<file path="src/rtl/blowfish_expand_ctrl_if.sv">
// rtl/blowfish_expand_ctrl_if.sv - feistel engine handshake and shared dual-port SRAM bundle
interface blowfish_expand_ctrl_if;
    logic        f_start;
    logic [31:0] f_L;
    logic [31:0] f_R;
    logic [31:0] f_resultL;
    logic [31:0] f_resultR;
    logic        f_done;
    logic [11:0] f_addr_a;
    logic [11:0] f_addr_b;
    logic        f_cs_a_l, f_we_a_l, f_oe_a_l;
    logic        f_cs_b_l, f_we_b_l, f_oe_b_l;
    logic [11:0] addr_a;
    logic [11:0] addr_b;
    logic        cs_a_l, we_a_l, oe_a_l;
    logic        cs_b_l, we_b_l, oe_b_l;
    logic [31:0] wdata_a;
    logic [31:0] wdata_b;
    logic [31:0] data_a;

    modport master (
        output f_start, f_L, f_R,
        input  f_resultL, f_resultR, f_done,
        input  f_addr_a, f_addr_b, f_cs_a_l, f_we_a_l, f_oe_a_l, f_cs_b_l, f_we_b_l, f_oe_b_l,
        output addr_a, addr_b, cs_a_l, we_a_l, oe_a_l, cs_b_l, we_b_l, oe_b_l,
        output wdata_a, wdata_b,
        input  data_a
    );

    modport slave (
        input  f_start, f_L, f_R,
        output f_resultL, f_resultR, f_done,
        output f_addr_a, f_addr_b, f_cs_a_l, f_we_a_l, f_oe_a_l, f_cs_b_l, f_we_b_l, f_oe_b_l,
        input  addr_a, addr_b, cs_a_l, we_a_l, oe_a_l, cs_b_l, we_b_l, oe_b_l,
        input  wdata_a, wdata_b,
        output data_a
    );
endinterface

</file>
<file path="src/rtl/blowfish_expand_ctrl.sv">
// rtl/blowfish_expand_ctrl.sv - Blowfish/bcrypt key-expansion sequencer around the feistel engine
// Optional busy-cycle counter port o_cycles when EXPAND_PERF_EN is defined.
module blowfish_expand_ctrl #(
    parameter int P_ARRAY_OFFSET = 4000,
    parameter int S_WORDS        = 1024,
    parameter int KEY_WORDS      = 18
) (
    input  logic                   clk,
    input  logic                   reset,
    input  logic                   i_start,
    input  logic                   i_salt_en,
    input  logic [127:0]           i_salt,
    output logic [4:0]             o_key_idx,
    input  logic [31:0]            i_key_data,
    output logic                   o_busy,
    output logic                   o_done,
`ifdef EXPAND_PERF_EN
    output logic [15:0]            o_cycles,
`endif
    blowfish_expand_ctrl_if.master bus
);

    localparam logic [11:0] P_BASE   = 12'(P_ARRAY_OFFSET);
    localparam logic [9:0]  LAST_BLK = 10'(9 + S_WORDS / 2 - 1);
    localparam logic [4:0]  KEY_LAST = 5'(KEY_WORDS - 1);
    localparam logic [4:0]  P_LAST   = 5'd17;

    typedef enum logic [2:0] {
        S_IDLE, S_KX_RD, S_KX_WR, S_ENC_START, S_ENC_WAIT, S_ENC_WB, S_DONE
    } state_t;

    state_t      r_state, w_next;
    logic [4:0]  r_i, r_kidx;
    logic [9:0]  r_blk;
    logic [31:0] r_L, r_R;
    logic        r_salt_en;
    logic [31:0] w_salt_l, w_salt_r;
    logic [11:0] w_dest;
    logic        w_busy;

    assign w_salt_l  = r_salt_en ? (r_blk[0] ? i_salt[127:96] : i_salt[63:32]) : 32'd0;
    assign w_salt_r  = r_salt_en ? (r_blk[0] ? i_salt[95:64]  : i_salt[31:0])  : 32'd0;
    // First 9 blocks refill the P-array, the remaining blocks walk the S-boxes from address 0.
    assign w_dest    = (r_blk < 10'd9) ? P_BASE + {1'b0, r_blk, 1'b0} : {1'b0, r_blk - 10'd9, 1'b0};
    assign w_busy    = (r_state != S_IDLE) && (r_state != S_DONE);
    assign o_key_idx = r_kidx;

    always_ff @(posedge clk) begin
        if (!reset) r_state <= S_IDLE;
        else        r_state <= w_next;
    end

    always_comb begin
        w_next = r_state;
        case (r_state)
            S_IDLE:      if (i_start) w_next = S_KX_RD;
            S_KX_RD:     w_next = S_KX_WR;
            S_KX_WR:     w_next = (r_i == P_LAST) ? S_ENC_START : S_KX_RD;
            S_ENC_START: w_next = S_ENC_WAIT;
            S_ENC_WAIT:  if (bus.f_done) w_next = S_ENC_WB;
            S_ENC_WB:    w_next = (r_blk == LAST_BLK) ? S_DONE : S_ENC_START;
            S_DONE:      w_next = S_IDLE;
            default:     w_next = S_IDLE;
        endcase
    end

    always_ff @(posedge clk) begin
        if (!reset) begin
            r_i <= '0; r_kidx <= '0; r_blk <= '0;
            r_L <= '0; r_R <= '0; r_salt_en <= 1'b0;
        end else begin
            case (r_state)
                S_IDLE: if (i_start) begin
                    r_i <= '0; r_kidx <= '0; r_blk <= '0;
                    r_L <= '0; r_R <= '0; r_salt_en <= i_salt_en;
                end
                S_KX_WR: if (r_i != P_LAST) begin
                    r_i    <= r_i + 5'd1;
                    r_kidx <= (r_kidx == KEY_LAST) ? 5'd0 : r_kidx + 5'd1;
                end
                S_ENC_WAIT: if (bus.f_done) begin
                    r_L <= bus.f_resultL;
                    r_R <= bus.f_resultR;
                end
                S_ENC_WB: if (r_blk != LAST_BLK) r_blk <= r_blk + 10'd1;
                default: ;
            endcase
        end
    end

    // Outputs are forced idle while reset is low so an abort never leaks a write strobe.
    always_comb begin
        o_busy = 1'b0; o_done = 1'b0;
        bus.f_start = 1'b0; bus.f_L = '0; bus.f_R = '0;
        bus.addr_a = '0; bus.cs_a_l = 1'b1; bus.we_a_l = 1'b1; bus.oe_a_l = 1'b0; bus.wdata_a = '0;
        bus.addr_b = '0; bus.cs_b_l = 1'b1; bus.we_b_l = 1'b1; bus.oe_b_l = 1'b0; bus.wdata_b = '0;
        if (reset) begin
            o_busy = w_busy;
            o_done = (r_state == S_DONE);
            case (r_state)
                S_KX_RD: begin
                    bus.cs_a_l = 1'b0;
                    bus.addr_a = P_BASE + {7'd0, r_i};
                end
                S_KX_WR: begin
                    bus.cs_a_l  = 1'b0; bus.we_a_l = 1'b0; bus.oe_a_l = 1'b1;
                    bus.addr_a  = P_BASE + {7'd0, r_i};
                    bus.wdata_a = bus.data_a ^ i_key_data;
                end
                S_ENC_START, S_ENC_WAIT: begin
                    bus.f_start = (r_state == S_ENC_START);
                    bus.f_L = r_L ^ w_salt_l;
                    bus.f_R = r_R ^ w_salt_r;
                    bus.addr_a = bus.f_addr_a; bus.cs_a_l = bus.f_cs_a_l;
                    bus.we_a_l = bus.f_we_a_l; bus.oe_a_l = bus.f_oe_a_l;
                    bus.addr_b = bus.f_addr_b; bus.cs_b_l = bus.f_cs_b_l;
                    bus.we_b_l = bus.f_we_b_l; bus.oe_b_l = bus.f_oe_b_l;
                end
                S_ENC_WB: begin
                    bus.cs_a_l = 1'b0; bus.we_a_l = 1'b0; bus.oe_a_l = 1'b1;
                    bus.cs_b_l = 1'b0; bus.we_b_l = 1'b0; bus.oe_b_l = 1'b1;
                    bus.addr_a = w_dest; bus.addr_b = w_dest + 12'd1;
                    bus.wdata_a = r_L;   bus.wdata_b = r_R;
                end
                default: ;
            endcase
        end
    end

`ifdef EXPAND_PERF_EN
    logic [15:0] r_cycles;
    always_ff @(posedge clk) begin
        if (!reset)                            r_cycles <= '0;
        else if (r_state == S_IDLE && i_start) r_cycles <= '0;
        else if (w_busy && r_cycles != 16'hFFFF) r_cycles <= r_cycles + 16'd1;
    end
    assign o_cycles = r_cycles;
`endif

endmodule
</file>
<file path="src/flat_wrapper.sv">
// flat-port wrapper written by rule: the top's interface ports become plain ports
module blowfish_expand_ctrl_flat 
#(
    parameter int P_ARRAY_OFFSET = 4000,
    parameter int S_WORDS        = 1024,
    parameter int KEY_WORDS      = 18
)
  (clk, reset, i_start, i_salt_en, i_salt, o_key_idx, i_key_data, o_busy, o_done, bus_f_start, bus_f_L, bus_f_R, bus_f_resultL, bus_f_resultR, bus_f_done, bus_f_addr_a, bus_f_addr_b, bus_f_cs_a_l, bus_f_we_a_l, bus_f_oe_a_l, bus_f_cs_b_l, bus_f_we_b_l, bus_f_oe_b_l, bus_addr_a, bus_addr_b, bus_cs_a_l, bus_we_a_l, bus_oe_a_l, bus_cs_b_l, bus_we_b_l, bus_oe_b_l, bus_wdata_a, bus_wdata_b, bus_data_a);
  blowfish_expand_ctrl_if bus_i ();
  input  logic clk;
  input  logic reset;
  input  logic i_start;
  input  logic i_salt_en;
  input  logic [127:0] i_salt;
  output logic [4:0] o_key_idx;
  input  logic [31:0] i_key_data;
  output logic o_busy;
  output logic o_done;
  output wire logic [$bits(bus_i.f_start)-1:0] bus_f_start;
  output wire logic [$bits(bus_i.f_L)-1:0] bus_f_L;
  output wire logic [$bits(bus_i.f_R)-1:0] bus_f_R;
  input wire logic [$bits(bus_i.f_resultL)-1:0] bus_f_resultL;
  input wire logic [$bits(bus_i.f_resultR)-1:0] bus_f_resultR;
  input wire logic [$bits(bus_i.f_done)-1:0] bus_f_done;
  input wire logic [$bits(bus_i.f_addr_a)-1:0] bus_f_addr_a;
  input wire logic [$bits(bus_i.f_addr_b)-1:0] bus_f_addr_b;
  input wire logic [$bits(bus_i.f_cs_a_l)-1:0] bus_f_cs_a_l;
  input wire logic [$bits(bus_i.f_we_a_l)-1:0] bus_f_we_a_l;
  input wire logic [$bits(bus_i.f_oe_a_l)-1:0] bus_f_oe_a_l;
  input wire logic [$bits(bus_i.f_cs_b_l)-1:0] bus_f_cs_b_l;
  input wire logic [$bits(bus_i.f_we_b_l)-1:0] bus_f_we_b_l;
  input wire logic [$bits(bus_i.f_oe_b_l)-1:0] bus_f_oe_b_l;
  output wire logic [$bits(bus_i.addr_a)-1:0] bus_addr_a;
  output wire logic [$bits(bus_i.addr_b)-1:0] bus_addr_b;
  output wire logic [$bits(bus_i.cs_a_l)-1:0] bus_cs_a_l;
  output wire logic [$bits(bus_i.we_a_l)-1:0] bus_we_a_l;
  output wire logic [$bits(bus_i.oe_a_l)-1:0] bus_oe_a_l;
  output wire logic [$bits(bus_i.cs_b_l)-1:0] bus_cs_b_l;
  output wire logic [$bits(bus_i.we_b_l)-1:0] bus_we_b_l;
  output wire logic [$bits(bus_i.oe_b_l)-1:0] bus_oe_b_l;
  output wire logic [$bits(bus_i.wdata_a)-1:0] bus_wdata_a;
  output wire logic [$bits(bus_i.wdata_b)-1:0] bus_wdata_b;
  input wire logic [$bits(bus_i.data_a)-1:0] bus_data_a;
  assign bus_f_start = bus_i.f_start;
  assign bus_f_L = bus_i.f_L;
  assign bus_f_R = bus_i.f_R;
  assign bus_i.f_resultL = bus_f_resultL;
  assign bus_i.f_resultR = bus_f_resultR;
  assign bus_i.f_done = bus_f_done;
  assign bus_i.f_addr_a = bus_f_addr_a;
  assign bus_i.f_addr_b = bus_f_addr_b;
  assign bus_i.f_cs_a_l = bus_f_cs_a_l;
  assign bus_i.f_we_a_l = bus_f_we_a_l;
  assign bus_i.f_oe_a_l = bus_f_oe_a_l;
  assign bus_i.f_cs_b_l = bus_f_cs_b_l;
  assign bus_i.f_we_b_l = bus_f_we_b_l;
  assign bus_i.f_oe_b_l = bus_f_oe_b_l;
  assign bus_addr_a = bus_i.addr_a;
  assign bus_addr_b = bus_i.addr_b;
  assign bus_cs_a_l = bus_i.cs_a_l;
  assign bus_we_a_l = bus_i.we_a_l;
  assign bus_oe_a_l = bus_i.oe_a_l;
  assign bus_cs_b_l = bus_i.cs_b_l;
  assign bus_we_b_l = bus_i.we_b_l;
  assign bus_oe_b_l = bus_i.oe_b_l;
  assign bus_wdata_a = bus_i.wdata_a;
  assign bus_wdata_b = bus_i.wdata_b;
  assign bus_i.data_a = bus_data_a;
  blowfish_expand_ctrl #(.P_ARRAY_OFFSET(P_ARRAY_OFFSET), .S_WORDS(S_WORDS), .KEY_WORDS(KEY_WORDS)) u_core (.clk(clk), .reset(reset), .i_start(i_start), .i_salt_en(i_salt_en), .i_salt(i_salt), .o_key_idx(o_key_idx), .i_key_data(i_key_data), .o_busy(o_busy), .o_done(o_done), .bus(bus_i));
endmodule
</file>
<file path="config.mk">
export PLATFORM = sky130hd
export DESIGN_NAME = blowfish_expand_ctrl_flat
export DESIGN_NICKNAME = d
export VERILOG_FILES = /design/src/rtl/blowfish_expand_ctrl_if.sv /design/src/rtl/blowfish_expand_ctrl.sv /design/src/flat_wrapper.sv
export SDC_FILE = /design/constraint.sdc
export NUM_CORES = 1
export LEC_CHECK = 0
export BUFFER_PORTS_ARGS = -buffer_cell sky130_fd_sc_hd__buf_2
export CAP_MARGIN = 10
export CORE_AREA = 2 2 180 182
export CTS_CLUSTER_DIAMETER = 100
export DETAILED_ROUTE_END_ITERATION = 8
export DIE_AREA = 0 0 182 184
export PLACE_DENSITY = 0.53
export RECOVER_POWER = 25
export SETUP_SLACK_MARGIN = 0.1
export SLEW_MARGIN = 20
export SYNTH_ARGS = -nofsm -noshare
export SYNTH_HDL_FRONTEND = slang
export SYNTH_SLANG_ARGS = --single-unit
</file>
<file path="constraint.sdc">
create_clock -name clk -period 2.1 [get_ports clk]
set_input_delay 0.315 -clock clk [delete_from_list [all_inputs] [get_ports clk]]
set_output_delay 0.315 -clock clk [all_outputs]
set_load 0.05 [all_outputs]
</file>
==> out/metrics.yaml <==
rr_worst_depth: 11
ff2ff_setup_slack_ns: -0.19
fin_util_pct: 55.2
num_rows: 65
maxCapViolations: 0
clk_pin_slew_ns: 0.07
gr-usage-met1_pct: 26.0
viasPerCell: 4.90
max-slew-margin-rel_pct: 50.5
irDropWorstVdd_v: 0.000330
yosysUniqueCellTypes: 57
grt_pass1_wl_mm: 53.4
grt_use_met2_pct: 36.1
track_usage_pct: 20.7
async_flop_share_pct: 0
final_layout_size_suffix_gt1_share_pct: 73.8
worstPathMaxFanout: 4
critical_path_class: "reg -> out"
cts-root-buf: "clkbuf_16"
finalPower_uw: 5310
hpwlAfterDp_mm: 25.0
setup_viol: 193
r2r-start: "u_core.r_state[0]"
status: "finished with violations"
max_clock_freq_mhz: 365
violations: "negative setup slack"
ios: 457
yosysSeqAreaShare_pct: 24.0
syn-cell-area_um2: 7330
overflow: 0
die_w_um: 182
cts_num_sinks: 88
p_per_area_nw_per_um2: 306
hp-class: "in -> reg"
via_count: 9636
hold_start: "bus_f_resultR[9]"
dominantRegCellSynth: "dfxtp_1"
ys_warn_count: 0
htreeDepth: 3
skew_ns: 0.0106
worstHoldPathCells: 3
synth_cells: 976
fin_crit_sh_pct: 131
wirelength_mm: 42.4
ys_ff_latch: 88
wire_per_inst_um: 21.5
syn-num-nets: 1275
area_growth_pct: 136
grt_pass1_vias: 9139
clk_latency_ns: 0.35
gp_congestion: 0.841
numCtsBuffers: 9
core-area_um2: 31400
antenna_found_initial: 3
finalCriticalPeriod_ns: 2.74
dieHeight_um: 184
arrival_ns: 2.43
dpl.cell_count: 1839
busiest_layer: "met2"
first_pass_iters: 6
drt.antenna.violating_nets: 0
cp-start-kind: "flop"
cp-end-kind: "output pin"
ctsLongestPathBuffers: 2
portBuffers: 456
tightest_slew_ns: 0.743
stdcell_count: 1968
drv_slew: 0
layout_setup_ws_ns: -0.641
drt-initial-drc-count: 464
hold_viol: 0
grt_max_degree: 54
leakage_uw: 0.00716
rsz0062_at_grt: "true"
holdPathEnd: "u_core.r_R[9]"
cts_tree: "built"
grt_use_met3_pct: 4.60
worstPathRequired_ns: 1.78
drc: 0
fin_hold_ws_ns: 0.207
timing.rr.end: "u_core.r_blk[9]"
nFillCells: 2611
die_area_um2: 33500
synth_enable_flop_cells: 0
syn_area_per_cell_um2: 7.51
nets: 1857
start_util_pct: 23.4
[critical path: stages (launching register included)]
cell and delay, ns:
dfxtp_4 0.35, o31a_1 0.32, or4_4 0.46, a221o_1 0.41, o31a_4 0.38, buf_6 0.15
[synthesized netlist by cell type (14+ instances only)]
| master | count | area (µm²) |
|---|---|---|
| a21boi_0 | 61 | 458 |
| nand3_1 | 71 | 355 |
| nand2_1 | 167 | 627 |
| a22o_1 | 33 | 289 |
| and3_1 | 34 | 213 |
| buf_2 | 14 | 70.1 |
| clkbuf_1 | 63 | 236 |
| xor2_1 | 104 | 911 |
| dfxtp_1 | 88 | 1760 |
| nor2_1 | 94 | 353 |
| mux2_2 | 67 | 754 |
| a21oi_1 | 20 | 100 |
| o21ai_0 | 24 | 120 |
[sequential cells by signal (all words and copies together), names as in the netlist]
register and cells:
u_core.r_L 32, u_core.r_R 32, u_core.r_blk 10, u_core.o_key_idx 5, u_core.r_i 5, u_core.r_state 3
u_core.r_salt_en 1
[worst max path at each step]
stage | startpoint | to | slack (ns) | cells after the start
detailed placement | u_core.r_blk[0] | bus_addr_a[8] | -0.30 | 5
floorplan | u_core.r_blk[0] | bus_addr_a[10] | -0.34 | 6
global route | u_core.r_blk[0] | bus_addr_a[8] | -0.68 | 5
CTS | u_core.r_blk[0] | bus_addr_a[8] | -0.67 | 5
global placement | u_core.r_blk[0] | bus_addr_a[8] | -0.32 | 5
finish | u_core.r_blk[0] | bus_addr_a[8] | -0.64 | 5
[where the power goes]
group          switching [µW]  internal [µW]  total [µW]
combinational            1000            930        1930
sequential               21.3           1680        1700
clock                     799            878        1680
[layout by cell type, fill, tap and decap left out, types with 41 or more instances in the layout]
cell type	count
buf_6	72
buf_2	292
dfxtp_1	83
mux2_4	47
nand2_2	41
nor2_4	68
buf_4	91
buf_8	120
xor2_1	41
a21boi_1	42
nand2_1	75
nand2_4	49
[cell type report]
type / count / area, µm² / area share (%)
Clock inverter: 5 / 38.8 / 0.224
Clock buffer: 11 / 253 / 1.46
Timing Repair Buffer: 651 / 6320 / 36.5
Inverter: 10 / 45.0 / 0.260
Multi-Input combinational cell: 798 / 8390 / 48.4
Tap cell: 402 / 503 / 2.90
Sequential cell: 88 / 1780 / 10.3
Antenna cell: 3 / 7.51 / 0.0433
[what timing repair did]
action / CTS / global route
hold endpoints to repair: 0 / 0
setup buffers: 30 / 48
pin swaps: 38 / 172
gates cloned: 12 / 24
resized for setup: 431 / 622
hold buffers: 0 / 0
setup endpoints to repair: 201 / 228
[routing by layer]
layer  vias up  share of wire [%]
li1       4488                  -
met1      4697                 41
met2       394                 51
met3        57                6.2
met4         0                1.9
met5         -                  0
[logic make-up (layout without fill, tap and decap cells)]
logic type / Yosys count / in the layout / synth area share, %
and+or+nand+nor: 417 / 417 / 26.0
other: 0 / 3 / 0
AOI/OAI and AO/OA: 191 / 192 / 19.5
buffers and inverters: 91 / 677 / 5.15
xor gates and xnor gates: 110 / 110 / 13.1
muxes: 71 / 71 / 10.8
DFF: 88 / 88 / 24.0
adders and majority gates: 8 / 8 / 1.37
[through the flow]
step / TNS (ns) / cell area [µm²] / setup WS [ns]
after detailed placement: -4.42 / 11500 / -0.304
after global placement: -3.29 / 11500 / -0.319
after CTS: -32.93 / 14100 / -0.668
after floorplan: -5.68 / 8230 / -0.342
after global routing: -51.31 / 17300 / -0.679
final: -36.32 / 17300 / -0.641
Note: power is estimated with default switching activity, not from simulation.
